<file path="config.mk">
export PLATFORM = sky130hd
export DESIGN_NAME = sbinit_sb_tx_arbiter
export DESIGN_NICKNAME = d
export VERILOG_FILES = /design/src/rtl/sbinit_sb_tx_arbiter.sv
export SDC_FILE = /design/constraint.sdc
export NUM_CORES = 1
export LEC_CHECK = 0
export CAP_MARGIN = 40
export CORE_MARGIN = 2
export CORE_UTILIZATION = 39
export DETAILED_ROUTE_END_ITERATION = 16
export PLACE_DENSITY = 0.7
export SLEW_MARGIN = 15
export SYNTH_ARGS = -nofsm -noshare
export SYNTH_HDL_FRONTEND = slang
export SYNTH_SLANG_ARGS = --single-unit
</file>
<file path="constraint.sdc">
create_clock -name i_clk -period 1.5 [get_ports i_clk]
set_input_delay 0.225 -clock i_clk [delete_from_list [all_inputs] [get_ports i_clk]]
set_output_delay 0.225 -clock i_clk [all_outputs]
set_load 0.05 [all_outputs]
</file>
<file path="src/rtl/sbinit_sb_tx_arbiter.sv">
// Round-robin arbiter that shares the single sideband TX channel between the
// SBINIT sub-FSMs and other LTSM message sources. One requester owns the
// channel from grant to ack; the message is latched at grant and driven with
// a one-cycle valid pulse toward the sideband serializer.
//
// Handshake: a requester raises i_req_valid (level) with its message and holds
// it until it sees a one-cycle o_req_ack. The arbiter grants only while the
// serializer is idle (i_SB_Busy=0), pulses o_valid_sb for one cycle, waits for
// i_SB_Busy to rise (or times out) and then fall, then acks the requester.
module sbinit_sb_tx_arbiter #(
    parameter int NUM_REQ      = 4,
    parameter int SB_MSG_WIDTH = 4,
    parameter int BUSY_TIMEOUT = 8,
    localparam int PTR_W       = $clog2(NUM_REQ)
) (
    input  logic                            i_clk,
    input  logic                            i_rst_n,
    input  logic                            i_en,
    input  logic [NUM_REQ-1:0]              i_req_valid,
    input  logic [NUM_REQ*SB_MSG_WIDTH-1:0] i_req_msg,
    input  logic                            i_SB_Busy,
    output logic [NUM_REQ-1:0]              o_req_ack,
    output logic [NUM_REQ-1:0]              o_grant,
    output logic [SB_MSG_WIDTH-1:0]         o_encoded_SB_msg,
    output logic                            o_valid_sb,
    output logic                            o_busy_timeout,
    output logic                            o_arb_busy,
    output logic [1:0]                      o_dbg_state,
    output logic [PTR_W-1:0]                o_dbg_rr_ptr
);

    localparam int CNT_W = $clog2(BUSY_TIMEOUT);

    localparam logic [1:0] S_IDLE      = 2'd0;
    localparam logic [1:0] S_WAIT_BUSY = 2'd1;
    localparam logic [1:0] S_WAIT_IDLE = 2'd2;
    localparam logic [1:0] S_DONE      = 2'd3;

    localparam logic [NUM_REQ-1:0] ONE_HOT0 = {{(NUM_REQ-1){1'b0}}, 1'b1};

    logic [1:0]              state_q,   state_d;
    logic [PTR_W-1:0]        rr_ptr_q,  rr_ptr_d;
    logic [PTR_W-1:0]        win_q,     win_d;
    logic [CNT_W-1:0]        cnt_q,     cnt_d;
    logic [NUM_REQ-1:0]      grant_q,   grant_d;
    logic [NUM_REQ-1:0]      ack_q,     ack_d;
    logic [SB_MSG_WIDTH-1:0] msg_q,     msg_d;
    logic                    valid_q,   valid_d;
    logic                    timeout_q, timeout_d;

    logic [PTR_W:0]          cand;
    logic [PTR_W-1:0]        win_idx;
    logic                    win_found;
    logic [SB_MSG_WIDTH-1:0] win_msg;

    // Round-robin search: first valid requester at or above rr_ptr, wrapping.
    always_comb begin
        cand      = '0;
        win_idx   = '0;
        win_found = 1'b0;
        for (int i = 0; i < NUM_REQ; i++) begin
            cand = {1'b0, rr_ptr_q} + (PTR_W+1)'(i);
            if (cand >= (PTR_W+1)'(NUM_REQ)) begin
                cand = cand - (PTR_W+1)'(NUM_REQ);
            end
            if (!win_found && i_req_valid[cand[PTR_W-1:0]]) begin
                win_found = 1'b1;
                win_idx   = cand[PTR_W-1:0];
            end
        end
    end

    // Select the winning requester's message slice.
    always_comb begin
        win_msg = '0;
        for (int k = 0; k < NUM_REQ; k++) begin
            if (win_idx == PTR_W'(k)) begin
                win_msg = i_req_msg[k*SB_MSG_WIDTH +: SB_MSG_WIDTH];
            end
        end
    end

    // Next-state and registered-output logic of the arbitration FSM.
    always_comb begin
        state_d   = state_q;
        rr_ptr_d  = rr_ptr_q;
        win_d     = win_q;
        cnt_d     = cnt_q;
        grant_d   = grant_q;
        msg_d     = msg_q;
        valid_d   = 1'b0;
        ack_d     = '0;
        timeout_d = 1'b0;

        if (!i_en) begin
            // Abort without ack; rr_ptr and the last message are kept.
            state_d = S_IDLE;
            grant_d = '0;
            cnt_d   = '0;
        end else begin
            case (state_q)
                S_IDLE: begin
                    if (!i_SB_Busy && win_found) begin
                        grant_d = ONE_HOT0 << win_idx;
                        msg_d   = win_msg;
                        valid_d = 1'b1;
                        win_d   = win_idx;
                        cnt_d   = '0;
                        state_d = S_WAIT_BUSY;
                    end
                end
                S_WAIT_BUSY: begin
                    cnt_d = cnt_q + CNT_W'(1);
                    if (i_SB_Busy) begin
                        state_d = S_WAIT_IDLE;
                    end else if (cnt_q == CNT_W'(BUSY_TIMEOUT-1)) begin
                        // Serializer never responded: treat as sent, no retry.
                        timeout_d = 1'b1;
                        state_d   = S_DONE;
                    end
                end
                S_WAIT_IDLE: begin
                    if (!i_SB_Busy) begin
                        state_d = S_DONE;
                    end
                end
                S_DONE: begin
                    ack_d    = ONE_HOT0 << win_q;
                    grant_d  = '0;
                    cnt_d    = '0;
                    rr_ptr_d = (win_q == PTR_W'(NUM_REQ-1)) ? '0 : win_q + PTR_W'(1);
                    state_d  = S_IDLE;
                end
                default: begin
                    state_d = S_IDLE;
                    grant_d = '0;
                    cnt_d   = '0;
                end
            endcase
        end
    end

    // State and output registers with synchronous active-low reset.
    always_ff @(posedge i_clk) begin
        if (!i_rst_n) begin
            state_q   <= S_IDLE;
            rr_ptr_q  <= '0;
            win_q     <= '0;
            cnt_q     <= '0;
            grant_q   <= '0;
            ack_q     <= '0;
            msg_q     <= '0;
            valid_q   <= 1'b0;
            timeout_q <= 1'b0;
        end else begin
            state_q   <= state_d;
            rr_ptr_q  <= rr_ptr_d;
            win_q     <= win_d;
            cnt_q     <= cnt_d;
            grant_q   <= grant_d;
            ack_q     <= ack_d;
            msg_q     <= msg_d;
            valid_q   <= valid_d;
            timeout_q <= timeout_d;
        end
    end

    assign o_req_ack        = ack_q;
    assign o_grant          = grant_q;
    assign o_encoded_SB_msg = msg_q;
    assign o_valid_sb       = valid_q;
    assign o_busy_timeout   = timeout_q;
    assign o_arb_busy       = (state_q != S_IDLE);
    assign o_dbg_state      = state_q;
    assign o_dbg_rr_ptr     = rr_ptr_q;

endmodule

</file>
==> impl_metrics.yaml <==
placement:
  gp_congestion: 0.754
  hpwl_um: 2250
  port_buffers: 42
  placed_cells: 211
floorplanning:
  die_area_sq_um: 3470
  dieHeight_um: 58.9
  rows: 19
  coreArea_sq_um: 2810
  ioPinCount: 43
  fp.dieW_um: 58.9
  start_util_pct: 41.9
clock_network:
  clock_latency_ns: 0.31
  htree_levels: 1
  clkTransAtPathRegs_ns: 0.13
  cts_tree: "done"
  cts_made_buffers: 3
  holdBufCountCts: 0
  cts_buffer_depth: 2
  cts-root-buf: "clkbuf_4"
  cts_sinks: 23
logic_synthesis:
  synth_area_leader_cell: "dfxtp_1"
  syn_inst: 133
  synth.yosys.seq_area_share_pct: 39.1
  synth_top_area_share_pct: 39.1
  synth-main-ff-cell: "dfxtp_1"
  syn_avg_cell_area_sq_um: 8.84
  yosysUniqueCellTypes: 32
  ys_seq_elements: 23
  synth_common_cells: "23 x dfxtp_1, 16 x nand2_1, 11 x a21oi_1, 11 x nor2_1"
  synth_nets: 166
  synth_area_sq_um: 1180
  async_flop_share_pct: 0
  synth_edf_count: 0
  synth_warnings: 0
  synth_area_leaders: "dfxtp_1 39%, ha_1 9.6%, mux2i_1 7.7%"
  synth_most_common_cell: "dfxtp_1"
detailed_routing:
  detail-route-antenna-nets: 0
  viasPerCell: 5.27
  wl_per_cell_um: 14.3
  dr.pass1.iters: 10
  vias: 1202
  drtIter0Drc: 55
  drc: 2
  drt_wl_total_um: 3260
finish:
  num-fill-cells: 217
  multiInputGateArea_sq_um: 783
  antenna_cells: 0
  nets: 231
  layout.cells.non_filler: 228
  synthToLayoutAreaGrowth_pct: 67.3
  ff_latch_area_sq_um: 473
  layout-drive-gt1-share_pct: 36.5
timing:
  setup_viol: 2
  post-route-period-util_pct: 102
  fin_ws_ns: -0.0329
  fin_skew_ns: 0.00207
  tightest_slew_ns: 0.428
  whs_ns: 0.467
  maxSlewHeadroom_pct: 71.4
  timing.setup.tns_ns: -0.0524
  finalCriticalPeriod_ns: 1.53
  drv_slew: 0
  fmax_mhz: 652
  rsz0062_at_grt: "yes"
  timing.final.hold_violations: 0
worst_setup_path:
  r2r_end: "o_dbg_state[0]$_SDFFE_PN0P_"
  start_kind: "register"
  ff2ff_path_depth: 6
  cp-end-kind: "register"
  arrival_ns: 1.77
  timing.rr.start: "o_dbg_state[1]$_SDFFE_PN0P_"
  path_class: "register to register"
  worstPathMaxFanout: 6
  worstPathRequired_ns: 1.73
  r2r_slack_ns: -0.03
global_routing:
  antenna_found_initial: 0
  grt_pass1_vias: 1078
  grt_max_degree: 14
  grt_first_pass_wirelength_um: 4840
  grtUsageTotal_pct: 18.1
  globalRouteOverflowTotal: 0
flow_run:
  maxCapViolations: 0
worst_hold_path:
  min_to: "o_grant[1]$_SDFFE_PN0P_"
  hp-class: "register to register"
  holdPathStages: 2
  hold_start: "o_grant[1]$_SDFFE_PN0P_"
power:
  p_leak_nw: 0.849
  p_per_area_nw_per_um2: 672
  max-vdd-ir-drop_mv: 0.457
outcome:
  status: "finished, violations left"
  failed_checks: "DRC, setup timing"
layout by cell type, fill, tap and decap left out, types with 4 or more instances in the layout:
master	count
mux2i_1	9
ha_1	5
buf_12	5
dlygate4sd2_1	4
nor2_1	10
inv_1	4
a21oi_1	10
buf_4	33
clkdlybuf4s50_1	19
nand2_1	13
o221ai_1	4
nand3_1	7
dfxtp_1	19
through the flow:
stage / cell area, sq um / worst slack, ns / power [W] / util (%)
after CTS: 1860 / -0.0209 / 0.00129 / 66.1
after global placement: 1740 / -0.405 / 0.000966 / 61.9
after global routing: 1970 / -0.101 / 0.00137 / 70.2
final: 1970 / -0.0329 / 0.00132 / 70.2
after detailed placement: 1740 / -0.458 / 0.000972 / 61.9
after floorplan: 1240 / -0.221 / 0.000828 / -
report_power, final:
group	internal (W)	switching [W]	total [W]
sequential	0.000622	0.0000132	0.000635
clock	0.0000997	0.000199	0.000298
combinational	0.000195	0.000194	0.000389
total	0.000917	0.000406	0.00132
worst max-delay path by stage:
stage                                startpoint                                to  slack, ns  cells past startpoint
global placement                 i_req_valid[2]       o_dbg_state[1]$_SDFFE_PN0P_      -0.41                      6
global route        o_dbg_state[1]$_SDFFE_PN0P_       o_dbg_state[0]$_SDFFE_PN0P_      -0.10                      6
finish              o_dbg_state[1]$_SDFFE_PN0P_       o_dbg_state[0]$_SDFFE_PN0P_      -0.03                      6
floorplan           o_dbg_state[0]$_SDFFE_PN0P_       o_dbg_state[1]$_SDFFE_PN0P_      -0.22                      8
detailed placement               i_req_valid[2]  o_encoded_SB_msg[1]$_SDFFE_PN0P_      -0.46                      6
CTS                 o_dbg_state[1]$_SDFFE_PN0P_                        o_arb_busy      -0.02                      5
kinds of logic (layout without fill, tap and decap cells):
logic type / count (synthesis) / after routing / share of synthesized area, %
buffers and inverters: 12 / 76 / 4.25
AO/OA/AOI/OAI: 27 / 27 / 16.6
multiplexers: 9 / 9 / 7.66
flip-flops: 23 / 23 / 39.1
adder cells (fa/ha/maj): 9 / 9 / 9.57
AND/OR/NAND/NOR: 53 / 53 / 22.8
final cells by class:
class / count / share of cell area (%)
repair buffers: 63 / 30.3
well taps: 31 / 1.97
clock buffers: 3 / 1.14
multi-input cells: 98 / 39.8
inverters: 9 / 2.54
clock inverters: 1 / 0.254
flip-flops and latches: 23 / 24.0
worst max-delay path, cell delays in order, from the launching register on:
cell      delay, ns
dfxtp_4        0.40
clkinv_4       0.06
ha_4           0.18
buf_12         0.13
o31ai_4        0.31
o21ai_2        0.11
a221oi_2       0.26
timing repair:
item / in CTS / in global routing
hold endpoints to repair: 0 / 0
endpoints found under the setup margin: 16 / 12
pin swaps: 3 / 5
gates resized for setup: 15 / 13
setup buffers: 5 / 8
flip-flops by register name, summed over array words and instances (netlist names):
name,flops
o_encoded_SB_msg,4
o_grant,4
o_req_ack,4
cnt_q,3
o_dbg_rr_ptr,2
o_dbg_state,2
win_q,2
o_busy_timeout,1
o_valid_sb,1
routing by layer:
metal	vias to the layer above	GRT usage (%)	share of wire, %
li1	600	-	-
met5	-	0	0
met1	554	25.1	42
met2	42	29.2	51
met4	0	4.87	2.0
met3	6	2.86	4.9
Note: power is estimated with default switching activity, not from simulation.
